--- src/rtl/lcd_cmd_seq.sv ---
// lcd_cmd_seq: buffers LCD opcodes from a host in a small FIFO and issues them
// one at a time to the LCD image controller using its busy/done handshake.
// Illegal opcodes (>11) are discarded. Issuing stops after the write-out
// opcode (0), and seq_done reports when the controller finishes that write-out.
module lcd_cmd_seq #(
    parameter int DEPTH = 8,
    parameter int TMO   = 4
) (
    input  logic                     clk,
    input  logic                     reset,
    input  logic [3:0]               host_cmd,
    input  logic                     host_push,
    output logic                     host_full,
    output logic [$clog2(DEPTH):0]   fifo_count,
    input  logic                     busy,
    input  logic                     done,
    output logic [3:0]               cmd,
    output logic                     cmd_valid,
    output logic                     seq_done,
    output logic                     err_overflow,
    output logic                     err_illegal,
    output logic                     err_timeout
);

    localparam int AW = $clog2(DEPTH);
    localparam int CW = AW + 1;
    localparam int TW = $clog2(TMO + 1);

    localparam logic [1:0] ST_IDLE   = 2'd0;
    localparam logic [1:0] ST_OFFER  = 2'd1;
    localparam logic [1:0] ST_RUN    = 2'd2;
    localparam logic [1:0] ST_FINISH = 2'd3;

    // Idle opcode is 4'hF so the controller never sees a stray write (0).
    localparam logic [3:0] OP_IDLE      = 4'hF;
    localparam logic [3:0] OP_WRITE     = 4'h0;
    localparam logic [3:0] OP_MAX_LEGAL = 4'd11;

    localparam logic [CW-1:0] FULL_CNT = CW'(DEPTH);
    localparam logic [CW-1:0] CNT_ONE  = CW'(1);
    localparam logic [CW-1:0] CNT_ZERO = CW'(0);
    localparam logic [AW-1:0] PTR_ONE  = AW'(1);
    localparam logic [TW-1:0] TMO_ONE  = TW'(1);
    localparam logic [TW-1:0] TMO_LAST = TW'(TMO - 1);

    logic [3:0]    mem_r [DEPTH];
    logic [AW-1:0] wr_ptr_r;
    logic [AW-1:0] rd_ptr_r;
    logic [1:0]    state_r;
    logic [TW-1:0] tmo_cnt_r;

    logic          push_ok_s;
    logic          pop_s;
    logic [3:0]    head_s;
    logic [CW-1:0] count_next_s;

    // Pushes are refused whenever the FIFO is full, regardless of a same-cycle pop.
    assign push_ok_s = host_push && !host_full;
    assign pop_s     = (state_r == ST_IDLE) && !busy && (fifo_count != CNT_ZERO);
    assign head_s    = mem_r[rd_ptr_r];

    // Next occupancy from the accepted push and the FSM pop.
    always_comb begin
        count_next_s = fifo_count;
        case ({push_ok_s, pop_s})
            2'b10:   count_next_s = fifo_count + CNT_ONE;
            2'b01:   count_next_s = fifo_count - CNT_ONE;
            default: count_next_s = fifo_count;
        endcase
    end

    // FIFO storage; contents need no reset since pointers/count gate every read.
    always_ff @(posedge clk) begin
        if (push_ok_s) begin
            mem_r[wr_ptr_r] <= host_cmd;
        end
    end

    // FIFO pointers, occupancy, full flag and sticky overflow error.
    always_ff @(posedge clk or negedge reset) begin
        if (!reset) begin
            wr_ptr_r     <= '0;
            rd_ptr_r     <= '0;
            fifo_count   <= '0;
            host_full    <= 1'b0;
            err_overflow <= 1'b0;
        end else begin
            fifo_count <= count_next_s;
            host_full  <= (count_next_s == FULL_CNT);
            if (push_ok_s) begin
                wr_ptr_r <= wr_ptr_r + PTR_ONE;
            end
            if (pop_s) begin
                rd_ptr_r <= rd_ptr_r + PTR_ONE;
            end
            if (host_push && host_full) begin
                err_overflow <= 1'b1;
            end
        end
    end

    // Issue FSM: screen and offer the head, wait out busy, stop after write-out.
    always_ff @(posedge clk or negedge reset) begin
        if (!reset) begin
            state_r     <= ST_IDLE;
            cmd         <= OP_IDLE;
            cmd_valid   <= 1'b0;
            tmo_cnt_r   <= '0;
            seq_done    <= 1'b0;
            err_illegal <= 1'b0;
            err_timeout <= 1'b0;
        end else begin
            case (state_r)
                ST_IDLE: begin
                    if (pop_s) begin
                        if (head_s > OP_MAX_LEGAL) begin
                            err_illegal <= 1'b1;
                        end else begin
                            cmd       <= head_s;
                            cmd_valid <= 1'b1;
                            tmo_cnt_r <= '0;
                            state_r   <= ST_OFFER;
                        end
                    end
                end
                ST_OFFER: begin
                    if (busy) begin
                        cmd_valid <= 1'b0;
                        cmd       <= OP_IDLE;
                        state_r   <= (cmd == OP_WRITE) ? ST_FINISH : ST_RUN;
                    end else if (tmo_cnt_r == TMO_LAST) begin
                        // Command is dropped, not retried.
                        err_timeout <= 1'b1;
                        cmd_valid   <= 1'b0;
                        cmd         <= OP_IDLE;
                        state_r     <= ST_IDLE;
                    end else begin
                        tmo_cnt_r <= tmo_cnt_r + TMO_ONE;
                    end
                end
                ST_RUN: begin
                    if (!busy) begin
                        state_r <= ST_IDLE;
                    end
                end
                ST_FINISH: begin
                    if (done) begin
                        seq_done <= 1'b1;
                    end
                end
                default: begin
                    state_r   <= ST_IDLE;
                    cmd       <= OP_IDLE;
                    cmd_valid <= 1'b0;
                end
            endcase
        end
    end

endmodule

--- config.mk ---
export PLATFORM = sky130hd
export DESIGN_NAME = lcd_cmd_seq
export DESIGN_NICKNAME = d
export VERILOG_FILES = /design/src/rtl/lcd_cmd_seq.sv
export SDC_FILE = /design/constraint.sdc
export NUM_CORES = 1
export LEC_CHECK = 0
export ABC_AREA = 1
export CAP_MARGIN = 20
export CELL_PAD_IN_SITES_DETAIL_PLACEMENT = 1
export CELL_PAD_IN_SITES_GLOBAL_PLACEMENT = 1
export CORE_ASPECT_RATIO = 1.25
export CORE_MARGIN = 3
export CORE_UTILIZATION = 48
export DETAILED_ROUTE_END_ITERATION = 7
export PLACE_DENSITY_LB_ADDON = 0.1
export SETUP_SLACK_MARGIN = 0.3
export SKIP_CTS_REPAIR_TIMING = 1
export SYNTH_ARGS = -nofsm -noshare
export SYNTH_HDL_FRONTEND = slang
export SYNTH_SLANG_ARGS = --single-unit
--- constraint.sdc ---
create_clock -name clk -period 3.1 [get_ports clk]
set_clock_uncertainty 0.1 [all_clocks]
set_input_delay 0.465 -clock clk [delete_from_list [all_inputs] [get_ports clk]]
set_output_delay 0.465 -clock clk [all_outputs]
set_load 0.005 [all_outputs]
Word level (Yosys, flattened, before mapping):

Memories as Yosys holds them, arrays and structs flattened.
Cells that the tools add are included.

* register bits after elaboration: 25
* latch bits: 0
* bits in writable memories: 32
* bits in read-only memories: 0
* input bits: 9
* output and inout port bits: 14
* word-level logic and storage cells: 75
* memories: 1

* add/subtract/negate cells: 5
* multiply operators: 0
* div/mod/pow operators: 0
* $lt $le $gt $ge: 1
* eq/ne operators: 13
* shift operators: 0
* mux-type cells: 25
* bitwise logic cells: 1
* reduce and logical (&&, ||, !) cells: 17

Memory list
* mem_r: words 8, width 4, rd ports 1, clocked after memory_dff 0, wr ports 1, RTL line 46 `logic [3:0] mem_r [DEPTH];`

Operators by type and width (number)
* $mux W4: 4
* $pmux W4 S2: 2
* $mux W3: 4
* $mux W2: 5
* $ne A2 B2 Y1 const B: 5
* $reduce_and A5 Y1: 2
* $add A3 B1 Y3 const B: 3
* $mux W1: 7
* $eq A2 B2 Y1 const B: 3
* $pmux W2 S3: 1
* $pmux W3 S2: 1
* $reduce_and A3 Y1: 2
* $add A4 B1 Y4 const B: 1
* $eq A2 B1 Y1 const B: 2
* $eq A4 B4 Y1 const B: 1
* $gt A4 B4 Y1 const B: 1
* $logic_and A1 B1 Y1: 4
* $logic_not A4 Y1: 1
* $reduce_and A4 Y1: 1
* $reduce_bool A4 Y1: 1
* $sub A4 B1 Y4 const B: 1
* $eq A3 B2 Y1 const B: 1
* $ne A3 B3 Y1 const B: 1
* $reduce_bool A3 Y1: 1
* 6 further kinds: 7

Depth between registers and ports, before layout:

Gate-level depths: netlist of run 1.

* depth after elaboration: 6
* mapped depth: 14

Worst setup path before layout of run 1:

Ideal clock, no wire load.

* path kind: register -> register
* start: register state_r[0]
* end: register host_full
* setup time: 0.077 ns
* arrival: 1.939 ns
* slack: 0.984 ns
* stages on the path, launching flop included: 14
* clock period less this slack: 2.116 ns
* cell sequence: dfrtp_1 > nor2_2 > nand3_2 > clkinv_2 > ha_1 > nand2_1 > inv_1 > nor2_1 > ha_1 > a21oi_1 > xnor2_1 > o21ai_1 > nand2_1 > a21oi_1

* longest elaborated chain between the ends: 6

RTL lines
* from (decl): RTL line 49 `logic [1:0] state_r;`
* from (signal assigned): RTL line 130 `state_r <= (cmd == OP_WRITE) ? ST_FINISH : ST_RUN;`
* $logic_not A2 Y1 *: RTL line 59 `assign pop_s = (state_r == ST_IDLE) && !busy && (fifo_count != CNT_ZERO);`
* $logic_and A1 B1 Y1 * (2 in a row): RTL line 59
* via pop_s: RTL line 53 `logic pop_s;`
* $eq A2 B1 Y1 / $eq A2 B2 Y1 (equally long branches): RTL line 65 `case ({push_ok_s, pop_s})`
* $pmux W4 S2 *: RTL line 65
* $eq A4 B4 Y1 *: RTL line 89 `host_full <= (count_next_s == FULL_CNT);`
* to (signal assigned): RTL line 89
* to (decl): RTL line 13 `output logic host_full,`

Mark *: on every way through the listed nets, which the timed path passes. The rest lies on a longest branch.
A chain may end at the register's enable or synchronous reset.

Worst setup path in the final report of run 1:

* start: input busy
* end: register host_full

* longest elaborated chain between the ends: 6

RTL lines
* from (decl): RTL line 15 `input logic busy,`
* $logic_not A1 Y1 *
* $logic_and A1 B1 Y1 * (2 in a row): RTL line 59
* via pop_s: RTL line 53
* $eq A2 B1 Y1 / $eq A2 B2 Y1 (equally long branches): RTL line 65
* $pmux W4 S2 *: RTL line 65
* $eq A4 B4 Y1 *: RTL line 89

Marked as above.

==> flow_metrics.py, run 1 <==
metrics = {
    "global_routing": {
        "antenna_found_initial": 0,
        "use_met3": 0.0579,
        "top_usage_layer": "met2",
        "grt_max_degree": 26,
        "use_met1": 0.247,
        "globalRouteMet2Util": 0.352,
        "first_global_vias": 2154,
        "grt_pass1_wl_mm": 10.3,
        "grt_overflow_total": 0,
        "gr-usage-all-layers": 0.207,
    },
    "cells_and_area": {
        "finalNetCount": 320,
        "design_area_mm2": 0.00319,
        "final_common_cell": "nand2_1",
        "drive_gt1_frac": 0.129,
        "mostFrequentLayoutCells": "83 x nand2_1, 32 x inv_1, 32 x edfxtp_1, 28 x nand3_1, 22 x clkdlybuf4s50_1",
        "antennaDiodeCount": 0,
        "nFillCells": 625,
        "stdcell_count": 373,
        "utilization": 0.582,
        "area_growth_pct": 16.9,
    },
    "synthesis": {
        "synthesis.nets": 289,
        "syn_area_per_cell_um2": 9.99,
        "synth_seq_area_share": 0.584,
        "synth-seq-cells": 57,
        "syn_area_mm2": 0.00273,
        "synth_cell_types": 34,
        "netlist_instances": 273,
        "ys_warn_count": 0,
    },
    "route": {
        "antenna_left": 0,
        "drtIter0Drc": 102,
        "routed_wirelength_mm": 6.10,
        "num_vias": 1936,
        "vias_per_cell": 5.19,
        "route.detailed.drc": 0,
        "wire_per_inst_um": 16.4,
        "first_pass_iters": 4,
    },
    "worst_setup_path": {
        "critPathRequiredTime_ns": 3.26,
        "path_class": "in2reg",
        "reg2reg_depth": 13,
        "arrival_ns": 2.64,
        "start_kind": "input port",
        "cp_max_fo": 7,
        "critPathCaptureType": "flop",
    },
    "cts": {
        "clock_path_buffers": 2,
        "root_buffer": "clkbuf_8",
        "clock_sinks": 57,
        "cts_inserted_buffers": 9,
        "cts-htree-levels": 3,
        "cts_tree": "yes",
        "clk_pin_slew_ns": 0.06,
        "clk_latency_ns": 0.34,
    },
    "pwr": {
        "peakVddDrop_uv": 564,
        "p_per_area_mw_per_mm2": 1050,
        "power.total_mw": 3.34,
        "p_leak_nw": 1.44,
    },
    "floorplan": {
        "dieWidth_um": 73.4,
        "core_mm2": 0.00548,
        "die_area_mm2": 0.00663,
        "initial_core_util": 0.497,
        "rows": 30,
        "die_h_um": 90.3,
        "io_pins": 23,
    },
    "sta": {
        "finalCriticalPeriod_ns": 2.48,
        "holdWs_ns": 0.366,
        "tns_ns": 0,
        "rsz0062_at_grt": "no",
        "fmax_ghz": 0.403,
        "finalWorstSetupSlack_ns": 0.620,
        "tightest_slew_ns": 0.474,
        "min_period_over_period": 0.800,
        "hold_viol": 0,
        "relSlewSlack": 0.683,
        "slew_viol_final": 0,
        "setup_violations": 0,
    },
    "status": {
        "status": "completed",
    },
    "placed_design": {
        "pre_cts_slack_ns": 0.304,
        "place_congestion": 0.826,
        "dpl.cell_count": 357,
        "placed_area_mm2": 0.00300,
        "hpwl_mm": 4.46,
        "io_buffer_count": 22,
    },
    "worst_hold_path": {
        "worstHoldPathType": "reg2reg",
        "min_path_cells": 1,
    },
    "job": {
        "cap_violations": 0,
    },
}
-- sequential cells by signal (all words and copies together), names as in the netlist --
register      count
err_overflow      1
rd_ptr_r          3
err_timeout       1
cmd_valid         1
mem_r            32
fifo_count        4
state_r           2
host_full         1
cmd               4
err_illegal       1
wr_ptr_r          3
seq_done          1
tmo_cnt_r         3
-- power by group --
group / internal [mW] / switching (mW) / leakage, nW
Combinational: 0.573 / 0.858 / 0.751
Clock: 0.388 / 0.288 / 0.0978
Sequential: 1.05 / 0.188 / 0.587
-- final timing paths --
check | from | end | slack, ns
max | busy | host_full | 0.62
min | err_overflow | err_overflow | 0.37
max reg2reg | state_r[0] | host_full | 0.62
min reg2reg | err_overflow | err_overflow | 0.37
max in group asynchronous | reset | cmd[0] | 2.19
min in group asynchronous | reset | cmd_valid | 0.41
-- worst max-delay path, cell delays in order --
cell and delay, ns:
clkdlybuf4s50_1 0.58, inv_1 0.09, nand3_2 0.11, clkinv_2 0.13, ha_1 0.27, nand2_1 0.09, inv_1 0.05, nor2_1 0.13
ha_1 0.17, a21oi_1 0.05, xnor2_1 0.14, o21ai_1 0.17, nand2_1 0.08, a21oi_1 0.11
-- final cells by class --
cell class / count / area [um^2] / area share
Inverter: 36 / 144 / 0.0451
Tap cell: 64 / 80.1 / 0.0251
Timing Repair Buffer: 24 / 235 / 0.0738
Clock inverter: 4 / 43.8 / 0.0137
Multi-Input combinational cell: 176 / 948 / 0.297
Sequential cell: 57 / 1590 / 0.499
Clock buffer: 12 / 145 / 0.0455
-- cells by family (layout without fill, tap and decap cells) --
kind of cell,Yosys count,after routing,synth area share
compound gates,14,14,0.0303
xor+xnor,7,7,0.0225
fa+ha+maj,7,7,0.0321
buf+inv,40,76,0.0684
flops,57,57,0.584
simple gates,148,148,0.263
-- layer usage --
| metal | vias to the layer above | share of wire |
|---|---|---|
| met1 | 958 | 0.42 |
| met2 | 22 | 0.54 |
| met3 | 7 | 0.026 |
| met4 | 0 | 0.016 |
| li1 | 949 | - |
| met5 | - | 0 |
-- cell usage after synthesis --
cell type  instances  area [um^2]
nor2_4             1         11.3
nand3b_1           1         7.51
dfstp_2            4          105
a21o_1             1         7.51
o21ai_1            1         5.00
clkinv_2           1         5.00
inv_1             32          120
nand2_1           83          312
nand3_1           28          140
a31o_2             2         17.5
inv_6              1         8.76
buf_8              1         15.0
edfxtp_1          32          961
o21bai_1           1         7.51
buf_2              1         5.00
nand3_4            2         35.0
xor2_1             4         35.0
a21oi_1            2         10.0
nand2_2            3         18.8
nand2_4            2         22.5
xnor2_1            3         26.3
ha_1               7         87.6
nor3_4             1         16.3
nor2_2             1         6.26
nand3_2            3         30.0
dfrtp_1           21          526
inv_2              1         3.75
nand4_1            5         31.3
or2_2              1         6.26
nor2_1            16         60.1
o21ai_0            7         35.0
inv_4              1         6.26
nor2_8             1         20.0
buf_6              2         22.5
Power figures use the tool's default switching activity.
==> run 2, diff against run 1 <==
Settings changed: CORE_UTILIZATION 48 to 45.
Clock period 3.1 ns to 2.35 ns, I/O delays scaled along.
==> run 2 against run 1 <==
Non-clock buffer count increased by 14. Design area increased by 6.0%. Sequential power increased by 33%. Critical path type is now reg2reg. Critical endpoint unchanged. Highest routed layer unchanged.
==> flow_metrics.py, run 2 (synthesis gave the netlist of run 1 again) <==
metrics = {
    "cells_and_area": {
        "regArea_mm2": 0.00160,
        "utilization": 0.581,
        "finalNetCount": 334,
        "antennaDiodeCount": 0,
        "stdcell_count": 389,
        "multi_input_area_mm2": 0.00106,
        "drive_gt1_frac": 0.214,
        "area_growth_pct": 24.0,
        "final_common_cell": "nand2_1",
        "largest_register_ffs": 32,
        "reg.largest.list": "mem_r x32, cmd x4, fifo_count x4",
        "mostFrequentLayoutCells": "82 x nand2_1, 32 x edfxtp_1, 31 x inv_1, 27 x nand3_1, 22 x clkdlybuf4s50_1",
        "nFillCells": 662,
        "regMostFlops": "mem_r",
    },
    "status": {
        "status": "completed",
    },
    "global_routing": {
        "antenna_found_initial": 0,
        "gr-usage-all-layers": 0.193,
        "grt_pass1_wl_mm": 9.86,
        "grt_max_degree": 26,
        "first_global_vias": 2100,
        "grt_overflow_total": 0,
    },
    "worst_setup_path": {
        "r2r-start": "fifo_count[0]",
        "cp_max_fo": 5,
        "reg2reg_slack_ns": 0.30,
        "r2r_end": "host_full",
        "arrival_ns": 2.22,
        "critPathCaptureType": "flop",
        "reg2reg_depth": 14,
        "start_kind": "flop",
        "critPathRequiredTime_ns": 2.52,
        "path_class": "reg2reg",
    },
    "cts": {
        "cts_inserted_buffers": 9,
        "clk_pin_slew_ns": 0.06,
        "cts-htree-levels": 3,
        "cts_tree": "yes",
        "clock_path_buffers": 2,
        "root_buffer": "clkbuf_8",
        "clock_sinks": 57,
        "clk_latency_ns": 0.33,
    },
    "placed_design": {
        "hpwl_mm": 4.35,
        "io_buffer_count": 22,
        "dpl.cell_count": 370,
        "pre_cts_slack_ns": -0.0510,
        "place_congestion": 0.809,
    },
    "floorplan": {
        "io_pins": 23,
        "rows": 31,
        "dieWidth_um": 75.6,
        "die_area_mm2": 0.00703,
        "die_h_um": 93.0,
        "core_mm2": 0.00582,
        "initial_core_util": 0.469,
    },
    "pwr": {
        "p_per_area_mw_per_mm2": 1350,
        "peakVddDrop_uv": 621,
        "p_leak_nw": 1.50,
        "power.total_mw": 4.56,
    },
    "sta": {
        "min_period_over_period": 0.874,
        "relSlewSlack": 0.668,
        "rsz0062_at_grt": "yes",
        "tns_ns": 0,
        "finalWorstSetupSlack_ns": 0.295,
        "hold_viol": 0,
        "setup_violations": 0,
        "slew_viol_final": 0,
        "finalCriticalPeriod_ns": 2.05,
        "tightest_slew_ns": 0.498,
        "fmax_ghz": 0.487,
    },
    "route": {
        "first_pass_iters": 4,
        "drtIter0Drc": 74,
        "vias_per_cell": 5.06,
        "routed_wirelength_mm": 6.07,
        "antenna_left": 0,
        "route.detailed.drc": 0,
        "wire_per_inst_um": 15.6,
        "num_vias": 1968,
    },
    "worst_hold_path": {
        "worstHoldPathType": "in2async",
    },
    "job": {
        "cap_violations": 0,
    },
}
run 2: how the worst max path moves through the flow:
stage	start	to	slack (ns)	cells after the start
final	fifo_count[0]	host_full	0.30	14
after global routing	fifo_count[0]	host_full	0.14	14
after CTS	state_r[0]	host_full	0.15	13
after detailed placement	host_push	host_full	-0.05	13
after global placement	busy	host_full	0.03	11
after floorplan	state_r[0]	host_full	0.31	13
run 2: per-stage QoR:
stage	cell area (um^2)	hold WS, ns
floorplan	2730	-0.0431
CTS	3250	0.314
detailed placement	3090	0.358
global placement	3090	0.344
global route	3380	0.324
finish	3380	0.299
run 2: per-layer routing:
metal	global-route usage	vias up	part of all wire
li1	-	981	-
met1	0.234	950	0.43
met2	0.324	28	0.53
met3	0.0419	9	0.021
met4	0.0831	0	0.018
met5	0	-	0
run 2: final cells by class:
| type | instances | share of cell area |
|---|---|---|
| tap | 66 | 0.0244 |
| clock inverter | 4 | 0.00592 |
| timing repair buffer | 38 | 0.101 |
| sequential | 57 | 0.472 |
| inverter | 36 | 0.0429 |
| multi-input combinational | 176 | 0.314 |
| clock buffer | 12 | 0.0400 |
run 2: where the power goes:
part           switching [mW]  internal [mW]  total [mW]
Clock                   0.363          0.374       0.737
Sequential              0.267           1.39        1.65
Combinational            1.22          0.951        2.17
Total                    1.85           2.71        4.56
run 2: worst max-delay path, stage by stage (launching register included):
cell and delay, ns:
dfrtp_2 0.45, nor2_2 0.12, nand3_2 0.11, nand3_2 0.11, inv_4 0.05, ha_4 0.17
nand2_2 0.06, inv_2 0.05, nor2_4 0.12, ha_4 0.15, a21oi_4 0.04, xnor2_2 0.13
o21ai_2 0.15, nand2_1 0.08, a21oi_2 0.09
